### src/rtl/pcileech_eth_rmii_rx.sv
// rtl/pcileech_eth_rmii_rx.sv - RMII receive framer: preamble strip, byte assembly, CRC/length check, frame counters
// Build option: define PCILEECH_ETH_RX_STRIP_FCS_EN to keep the 4 FCS bytes out of the output stream.
module pcileech_eth_rmii_rx #(
   parameter int PARAM_MIN_FRAME = 64,
   parameter int PARAM_MAX_FRAME = 1522
) (
   input  logic        clk,
   input  logic        rst_n,
   input  logic        eth_crs_dv,
   input  logic [1:0]  eth_rx_data,
   input  logic        eth_rx_err,
   output logic [7:0]  rx_data,
   output logic        rx_valid,
   output logic        rx_sof,
   output logic        rx_eof,
   output logic        rx_err,
   output logic [15:0] cnt_frame_ok,
   output logic [15:0] cnt_frame_bad
);

`ifdef PCILEECH_ETH_RX_STRIP_FCS_EN
   // Four FCS bytes plus the last payload byte, so eof can land on the payload byte.
   localparam int HOLD_DEPTH = 5;
`else
   localparam int HOLD_DEPTH = 1;
`endif

   localparam int                CNT_W       = $clog2(PARAM_MAX_FRAME + 2);
   localparam logic [CNT_W-1:0]  MIN_CNT     = CNT_W'(PARAM_MIN_FRAME);
   localparam logic [CNT_W-1:0]  MAX_CNT     = CNT_W'(PARAM_MAX_FRAME);
   localparam logic [2:0]        HOLD_FULL   = 3'(HOLD_DEPTH);
   // MSB-first register fed LSB-first per byte; good-frame residue in this orientation.
   localparam logic [31:0]       CRC_RESIDUE = 32'hC704DD7B;

   typedef enum logic [1:0] {
      S_IDLE,
      S_PRE,
      S_DATA,
      S_DROP
   } state_t;

   state_t                  state_q;
   logic [1:0]              dibit_cnt_q;
   logic [5:0]              shift_q;
   logic [CNT_W-1:0]        byte_cnt_q;
   logic [31:0]             crc_q;
   logic [8*HOLD_DEPTH-1:0] hold_q;
   logic [2:0]              fill_q;
   logic                    first_q;
   logic                    rxerr_seen_q;
   logic                    crs_low_q;
   logic [7:0]              rx_data_q;
   logic                    rx_valid_q;
   logic                    rx_sof_q;
   logic                    rx_eof_q;
   logic                    rx_err_q;
   logic                    ok_inc_q;
   logic                    bad_inc_q;
   logic [15:0]             cnt_ok_q;
   logic [15:0]             cnt_bad_q;

   logic [5:0]              shift_d;
   logic [7:0]              byte_new;
   logic [31:0]             crc_d;
   logic [8*HOLD_DEPTH-1:0] hold_d;
   logic [7:0]              hold_oldest;
   logic                    hold_full;
   logic                    eoc;
   logic                    frame_err;
   logic [15:0]             cnt_ok_d;
   logic [15:0]             cnt_bad_d;

   // One byte of Ethernet CRC-32, data bits taken LSB first.
   function automatic logic [31:0] crc32_byte(input logic [31:0] c, input logic [7:0] d);
      logic [31:0] r;
      r = c;
      for (int i = 0; i < 8; i++) begin
         if (r[31] ^ d[i]) begin
            r = {r[30:0], 1'b0} ^ 32'h04C11DB7;
         end else begin
            r = {r[30:0], 1'b0};
         end
      end
      return r;
   endfunction

   // Holding register shifts toward the top; the oldest byte sits in the top slot.
   if (HOLD_DEPTH > 1) begin : g_hold_deep
      assign hold_d = {hold_q[8*HOLD_DEPTH-9:0], byte_new};
   end else begin : g_hold_single
      assign hold_d = byte_new;
   end

   // Datapath helpers: byte assembly, CRC step, end-of-carrier and frame verdict.
   always_comb begin
      shift_d     = {eth_rx_data, shift_q[5:2]};
      byte_new    = {eth_rx_data, shift_q};
      crc_d       = crc32_byte(crc_q, byte_new);
      hold_oldest = hold_q[8*HOLD_DEPTH-1 -: 8];
      hold_full   = (fill_q == HOLD_FULL);
      // A single low cycle is the mid-frame CRS_DV toggle; two in a row end the carrier.
      eoc         = ~eth_crs_dv & crs_low_q;
      frame_err   = (crc_q != CRC_RESIDUE) | (byte_cnt_q < MIN_CNT) |
                    rxerr_seen_q | eth_rx_err | (dibit_cnt_q != 2'd0);
   end

   // Saturating next values for the frame counters.
   always_comb begin
      cnt_ok_d  = cnt_ok_q;
      cnt_bad_d = cnt_bad_q;
      if (ok_inc_q && (cnt_ok_q != 16'hFFFF)) begin
         cnt_ok_d = cnt_ok_q + 16'd1;
      end
      if (bad_inc_q && (cnt_bad_q != 16'hFFFF)) begin
         cnt_bad_d = cnt_bad_q + 16'd1;
      end
   end

   // Receive FSM with registered output stream and counter increment pulses.
   always_ff @(posedge clk or negedge rst_n) begin
      if (!rst_n) begin
         state_q      <= S_IDLE;
         dibit_cnt_q  <= 2'd0;
         shift_q      <= 6'd0;
         byte_cnt_q   <= '0;
         crc_q        <= 32'hFFFFFFFF;
         hold_q       <= '0;
         fill_q       <= 3'd0;
         first_q      <= 1'b0;
         rxerr_seen_q <= 1'b0;
         crs_low_q    <= 1'b0;
         rx_data_q    <= 8'd0;
         rx_valid_q   <= 1'b0;
         rx_sof_q     <= 1'b0;
         rx_eof_q     <= 1'b0;
         rx_err_q     <= 1'b0;
         ok_inc_q     <= 1'b0;
         bad_inc_q    <= 1'b0;
      end else begin
         rx_valid_q <= 1'b0;
         rx_sof_q   <= 1'b0;
         rx_eof_q   <= 1'b0;
         rx_err_q   <= 1'b0;
         ok_inc_q   <= 1'b0;
         bad_inc_q  <= 1'b0;
         crs_low_q  <= ~eth_crs_dv;

         case (state_q)
            S_IDLE: begin
               if (eth_crs_dv && (eth_rx_data == 2'b01)) begin
                  state_q <= S_PRE;
               end
            end

            S_PRE: begin
               if (!eth_crs_dv) begin
                  // False carrier: nothing counted.
                  state_q <= S_IDLE;
               end else if (eth_rx_data == 2'b11) begin
                  state_q      <= S_DATA;
                  dibit_cnt_q  <= 2'd0;
                  byte_cnt_q   <= '0;
                  crc_q        <= 32'hFFFFFFFF;
                  fill_q       <= 3'd0;
                  first_q      <= 1'b1;
                  rxerr_seen_q <= 1'b0;
               end else if (eth_rx_data != 2'b01) begin
                  state_q   <= S_DROP;
                  bad_inc_q <= 1'b1;
               end
            end

            S_DATA: begin
               if (eoc) begin
                  state_q <= S_IDLE;
                  if (hold_full) begin
                     rx_data_q  <= hold_oldest;
                     rx_valid_q <= 1'b1;
                     rx_sof_q   <= first_q;
                     rx_eof_q   <= 1'b1;
                     rx_err_q   <= frame_err;
                     first_q    <= 1'b0;
                  end
                  // Frames too short to emit anything are always bad.
                  if (frame_err || !hold_full) begin
                     bad_inc_q <= 1'b1;
                  end else begin
                     ok_inc_q <= 1'b1;
                  end
               end else begin
                  if (eth_rx_err) begin
                     rxerr_seen_q <= 1'b1;
                  end
                  if (eth_crs_dv) begin
                     shift_q     <= shift_d;
                     dibit_cnt_q <= dibit_cnt_q + 2'd1;
                     if (dibit_cnt_q == 2'd3) begin
                        if (byte_cnt_q == MAX_CNT) begin
                           // Oversize: close the frame on the held byte and discard the rest.
                           state_q   <= S_DROP;
                           bad_inc_q <= 1'b1;
                           if (hold_full) begin
                              rx_data_q  <= hold_oldest;
                              rx_valid_q <= 1'b1;
                              rx_sof_q   <= first_q;
                              rx_eof_q   <= 1'b1;
                              rx_err_q   <= 1'b1;
                              first_q    <= 1'b0;
                           end
                        end else begin
                           crc_q      <= crc_d;
                           byte_cnt_q <= byte_cnt_q + 1'b1;
                           hold_q     <= hold_d;
                           if (hold_full) begin
                              rx_data_q  <= hold_oldest;
                              rx_valid_q <= 1'b1;
                              rx_sof_q   <= first_q;
                              first_q    <= 1'b0;
                           end else begin
                              fill_q <= fill_q + 3'd1;
                           end
                        end
                     end
                  end
               end
            end

            S_DROP: begin
               if (eoc) begin
                  state_q <= S_IDLE;
               end
            end

            default: state_q <= S_IDLE;
         endcase
      end
   end

   // Frame counters, one cycle behind the eof that decides them.
   always_ff @(posedge clk or negedge rst_n) begin
      if (!rst_n) begin
         cnt_ok_q  <= 16'd0;
         cnt_bad_q <= 16'd0;
      end else begin
         cnt_ok_q  <= cnt_ok_d;
         cnt_bad_q <= cnt_bad_d;
      end
   end

   assign rx_data       = rx_data_q;
   assign rx_valid      = rx_valid_q;
   assign rx_sof        = rx_sof_q;
   assign rx_eof        = rx_eof_q;
   assign rx_err        = rx_err_q;
   assign cnt_frame_ok  = cnt_ok_q;
   assign cnt_frame_bad = cnt_bad_q;

endmodule

### config.mk
export PLATFORM = sky130hd
export DESIGN_NAME = pcileech_eth_rmii_rx
export DESIGN_NICKNAME = d
export VERILOG_FILES = /design/src/rtl/pcileech_eth_rmii_rx.sv
export SDC_FILE = /design/constraint.sdc
export NUM_CORES = 1
export LEC_CHECK = 0
export ABC_AREA = 1
export CAP_MARGIN = 25
export CORE_UTILIZATION = 35
export DETAILED_ROUTE_END_ITERATION = 8
export GPL_TIMING_DRIVEN = 0
export SYNTH_ARGS = -nofsm -noshare
export SYNTH_HDL_FRONTEND = slang
export SYNTH_SLANG_ARGS = --single-unit
### constraint.sdc
create_clock -name clk -period 2.5 [get_ports clk]
set_input_delay 0.25 -clock clk [delete_from_list [all_inputs] [get_ports clk]]
set_output_delay 0.25 -clock clk [all_outputs]
set_load 0.02 [all_outputs]
# Word-level counts from Yosys, hierarchy flattened
# Index checks and enable logic that the tools add are counted.
classes:
  reduce_logical: 19
  multipliers: 0
  div_mod_pow: 0
  magnitude_cmp: 1
  n_shift: 0
  eq_ne: 26
  muxes: 91
  n_bitwise: 24
  add_sub_neg: 5
op_table:
  columns: ["cell", "count"]
  rows:
  - ["$mux 27", 8]
  - ["$mux 32", 6]
  - ["$not 14->14", 8]
  - ["$mux 11", 6]
  - ["$pmux 32 s2", 1]
  - ["$mux 1", 39]
  - ["$add 16x1->16 const B", 2]
  - ["$mux 8", 4]
  - ["$ne 16x16->1 const B", 2]
  - ["$ne 32x32->1 const B", 1]
  - ["$mux 2", 13]
  - ["$pmux 11 s2", 1]
  - ["$mux 3", 7]
  - ["$ne 2x2->1 const B", 10]
  - ["$reduce_and 5->1", 4]
  - ["$add 11x1->11 const B", 1]
  - ["$eq 11x11->1 const B", 1]
  - ["$lt 11x7->1 const B", 1]
  - ["$ne 3x3->1 const B", 3]
  - ["$eq 2x2->1 const B", 4]
  - ["$pmux 2 s4", 1]
  - ["$reduce_and 8->1", 1]
  - ["$reduce_bool 2->1", 4]
  - ["$xor 1x1->1", 8]
  - ["19 further kinds", 30]
totals:
  latch_bits: 0
  rom_bits: 0
  register_bits: 113
  mem_count: 0
  wordCells: 185
  mem_bits_rw: 0

# Depth between registers and ports, before layout
# Gate-level depths: netlist of run 1.
logic_depth:
  depth_word: 21
  depth_mapped: 13

# Least setup slack after synthesis of run 1
# Ideal clock, no wire load.
synth_path:
  path_kind: "register to register"
  startpoint: "register cnt_ok_q[0] (netlist: cnt_frame_ok[0])"
  endpoint: "register cnt_ok_q[9] (netlist: cnt_frame_ok[9])"
  synth_period_minus_slack_ns: 1.746
  t_required_ns: 2.383
  setup_time_ns: 0.117
  path_stages_with_launch: 10
  path_slack_ns: 0.754
  n_path_buf: 0
  arrival_ns: 1.629
  path_cell_list: "dfrtp_1 ha_1 nand3_1 nor2_1 nand3_1 nand2_2 nor3_1 nand3_1 nand2_1 nand2_1"
synth_via:
  elab_chain_len: 2
synth_lines:
  columns: ["element", "line_no", "source"]
  rows:
  - ["from (decl)", "59", "logic [15:0] cnt_ok_q;"]
  - ["from (signal assigned)", "245", "cnt_ok_q <= cnt_ok_d;"]
  - ["parallel branches: the longest is 2 deep, another holds $add 16x1->16", null, null]
# Several ways; the timed one is not identified.
# A chain may end at the register's enable or synchronous reset.

# Worst setup path after layout of run 1
layout_path:
  startpoint: "register state_q[0]"
  endpoint: "register crc_q[23]"
layout_via:
  elab_chain_len: 3
layout_lines:
  columns: ["element", "line_no", "source"]
  rows:
  - ["from (decl)", "42", "state_t state_q;"]
  - ["from (signal assigned)", "122", "state_q <= S_IDLE;"]
  - ["from (signal assigned)", "151", "state_q <= S_PRE;"]
  - ["from (signal assigned)", "158", "state_q <= S_IDLE;"]
  - ["$eq 2x2->1 / $eq 2x1->1 (equally long branches)", "148", "case (state_q)"]
  - ["$ne 2x2->1 (no source line) / $reduce_bool 2->1 (equally long branches)", null, null]
  - ["$reduce_and 7->1 (no source line)", null, null]
  - ["to (signal assigned)", "211", "crc_q <= crc_d;"]
  - ["to (decl)", "46", "logic [31:0] crc_q;"]
# Several ways; a longest one is shown, not always the timed one.

==> impl_metrics.yaml, run 1 <==
run_status:
  status: "finished clean"
power_and_ir_drop:
  peakVddDrop_mv: 0.541
  seq_power_share_pct: 28.1
  internal-power_w: 0.00495
  combPwrFrac_pct: 46.5
  p_leak_nw: 3.92
  clkPwrFrac_pct: 25.4
  p_per_area_nw_per_um2: 1090
  swShare_pct: 44.6
  switching_power_w: 0.00399
global_routing:
  grt_max_degree: 64
  grt_pass1_vias: 5693
  grt_pass1_wl_um: 29800
  track_usage_pct: 19.2
  overflow: 0
  antenna_found_initial: 0
logic_synthesis:
  synth_common_cells: "nand2_1 (332), inv_1 (98), dfrtp_1 (81), nor2_1 (62), nand3_1 (58)"
  yosysMostFrequentCell: "nand2_1"
  yosysWarnings: 0
  ys.flop_type: "dfrtp_1"
  yosysSeqAreaShare_pct: 42.1
  synth.largest_area_cell: "dfrtp_1"
  synth_cell_type_count: 44
  async_flop_share_pct: 100
  yosysTopAreaCellShare_pct: 29.8
  avgSynthCellArea_um2: 7.43
  synth_cells: 916
  synth_seq_cells: 113
  synthesis.nets: 935
  synthTopCellsByArea: "dfrtp_1 (30%), nand2_1 (18%), dfstp_2 (12%)"
  synth_edf_count: 0
  syn_area_um2: 6810
setup_path:
  critical-path-max-stage-delay_ps: 430
  reg2regPathDepth: 9
  regToRegStartpoint: "state_q[0]"
  start_kind: "flop"
  reg2reg_to: "crc_q[23]"
  required_ps: 2860
  critical_path_class: "flop to flop"
  end_kind: "flop"
  r2r_slack_ps: 190
  critical_path.top_delay_family: "simple AND/OR/NAND/NOR gates"
  cp_max_fo: 10
  cp.arrival_ps: 2660
  critPathBufInv: 4
  crit_path_top_delay_cell: "nor2_1"
  path_cells: "inv_1, ha_1, clkbuf_2, nand3_1, nor2_1, buf_2, nand3_1, nand2_1, inv_1"
cts:
  cts_tree: "built"
  clk_pin_slew_ps: 60
  cts-buffers-inserted: 17
  worstSkewPairLatency_ps: 430
  h-tree-depth: 4
  cts_setup_buffers: 0
  cts.sinks: 113
  root_buffer: "clkbuf_16"
  clock_path_buffers: 2
sta:
  worstMarginPinSlew_ps: 621
  setup_viol_count_final: 0
  final-hold-violation-count: 0
  slew_headroom_pct: 58.6
  layout_min_cycle_time_ps: 2310
  skew_ps: 11.8
  drv_slew: 0
  fmaxAchievable_mhz: 434
  rsz0062_at_grt: "no"
  fin_crit_sh_pct: 92.2
finish:
  fillCellCount: 1916
  syn2layout_area_growth_pct: 20.7
  nets: 1005
  diodes: 0
  stdcell_area_um2: 8220
  drive_gt1_share_pct: 11.2
  final_cells: 1259
detailed_routing:
  route.antenna.remaining_nets: 0
  viasPerCell: 4.87
  vias: 6131
  initialDrtViolationCount: 559
  avgRoutedWirePerCell_um: 14.4
  drc_errors: 0
  wl_um: 18100
  dr.pass1.iters: 5
die:
  initial_core_util_pct: 36.0
  die-area_um2: 20000
  dieHeight_um: 141
  num_io_pins: 50
  core_um2: 18900
  die_x_um: 141
  row_count: 50
place:
  port_buffers: 49
  place_area_um2: 7650
  dp_hpwl_um: 13100
  place_inst: 1226
  gp_congestion: 0.890
job:
  drv_cap: 0
worst_hold_path:
  min_path_type: "primary input to async pin"
-- stage by stage --
| stage | power (W) | util, % | hold slack (ps) | TNS [ps] | setup WS (ps) |
|---|---|---|---|---|---|
| 6_report | 0.00895 | 43.5 | 324 | 0 | 194 |
| 5_1_grt | 0.00955 | 43.5 | 368 | 0 | 14.8 |
| 4_1_cts | 0.00893 | 43.5 | 350 | 0 | 48.5 |
| 3_5_place_dp | 0.00660 | 40.5 | 229 | -346 | -115 |
| 3_3_place_gp | 0.00653 | 40.4 | 456 | -329030 | -3320 |
| 2_1_floorplan | 0.00551 | - | -45.6 | 0 | 754 |
-- layer usage --
| metal | GRT usage (%) | part of all wire (%) | vias up |
|---|---|---|---|
| met5 | 0 | 0 | - |
| met4 | 4.64 | 0.90 | 0 |
| met3 | 4.32 | 5.4 | 20 |
| met2 | 30.6 | 46 | 200 |
| met1 | 26.3 | 48 | 2870 |
| li1 | - | - | 3041 |
-- what timing repair did --
item,4_1_cts,5_1_grt
endpoints found under the hold margin,45,0
endpoints found under the setup margin,0,26
resized for setup,0,3
hold buffers,1,0
-- sequential cells by signal (all words and copies together) (netlist names), 3 cells and up --
register       cells
fill_q             3
shift_q            6
cnt_frame_bad     16
byte_cnt_q        11
hold_oldest        8
crc_q             32
cnt_frame_ok      16
rx_data            8
-- worst max path at each step --
| stage | start | endpoint | depth (start not counted) |
|---|---|---|---|
| 5_1_grt | state_q[0] | crc_q[23] | 9 |
| 6_report | state_q[0] | crc_q[23] | 9 |
| 4_1_cts | state_q[0] | crc_q[3] | 9 |
| 2_1_floorplan | cnt_frame_ok[0] | cnt_frame_ok[9] | 9 |
| 3_3_place_gp | rst_n | shift_q[5] | 1 |
| 3_5_place_dp | eth_crs_dv | crc_q[3] | 8 |
-- logic make-up after synthesis --
| group | after synthesis | share of synthesized area (%) |
|---|---|---|
| xor+xnor | 67 | 9.39 |
| buf+inv | 122 | 7.20 |
| fa+ha+maj | 13 | 2.39 |
| compound gates | 83 | 6.91 |
| simple gates | 518 | 32.0 |
| flops | 113 | 42.1 |
-- power by group through the flow --
stage | Combinational, W | Clock [W] | Sequential, W
floorplan | 0.00302 | 0 | 0.00249
global placement | 0.00400 | 0 | 0.00253
detailed placement | 0.00407 | 0 | 0.00253
CTS | 0.00410 | 0.00232 | 0.00251
global route | 0.00459 | 0.00240 | 0.00256
finish | 0.00416 | 0.00227 | 0.00251
-- cells in the final DEF (no fill, tap or decap), types with 7 or more instances in the layout --
cell type / instances
nand2_1: 332
inv_1: 98
dfrtp_1: 81
nor2_1: 62
nand3_1: 58
xor2_1: 49
o21ai_0: 48
clkdlybuf4s50_1: 48
dfstp_2: 32
nand4_1: 20
clkbuf_16: 17
nor3_1: 14
xnor2_1: 14
ha_1: 13
buf_2: 11
a21oi_1: 10
o21ai_1: 9
nand2_2: 8
nor4_1: 7
or2_2: 7
-- final cells by class --
type	count	area, um^2	share of cell area [%]
multi-input combinational	681	3460	42.1
sequential	113	2870	34.9
timing repair buffer	51	529	6.44
clock buffer	19	433	5.27
inverter	103	387	4.71
tap	260	325	3.96
clock inverter	13	114	1.39
buffer	19	105	1.28
No activity file was read; power rests on OpenSTA's default activity.
==> run 2, diff against run 1 <==
--- a/config.mk
+++ b/config.mk
@@ -10,6 +10,7 @@
 export CORE_UTILIZATION = 35
 export DETAILED_ROUTE_END_ITERATION = 8
 export GPL_TIMING_DRIVEN = 0
+export SLEW_MARGIN = 20
 export SYNTH_ARGS = -nofsm -noshare
 export SYNTH_HDL_FRONTEND = slang
 export SYNTH_SLANG_ARGS = --single-unit
==> results of run 2 <==
Same layout as run 1: the final DEF is identical, and so are final timing and power.
==> run 3, diff against run 2 <==
--- a/config.mk
+++ b/config.mk
@@ -10,7 +10,6 @@
 export CORE_UTILIZATION = 35
 export DETAILED_ROUTE_END_ITERATION = 8
 export GPL_TIMING_DRIVEN = 0
-export SLEW_MARGIN = 20
 export SYNTH_ARGS = -nofsm -noshare
 export SYNTH_HDL_FRONTEND = slang
 export SYNTH_SLANG_ARGS = --single-unit
==> constraint.sdc (replaced) <==
create_clock -name clk -period 2.5 [get_ports clk]
set_input_delay 0.25 -clock clk [delete_from_list [all_inputs] [get_ports clk]]
set_output_delay 0.25 -clock clk [all_outputs]
set_load 0.005 [all_outputs]
==> results of run 3 <==
Same layout as run 1 (identical final DEF). Status: finished clean.
Main changes from that run: total power 0.00895 W -> 0.00892 W
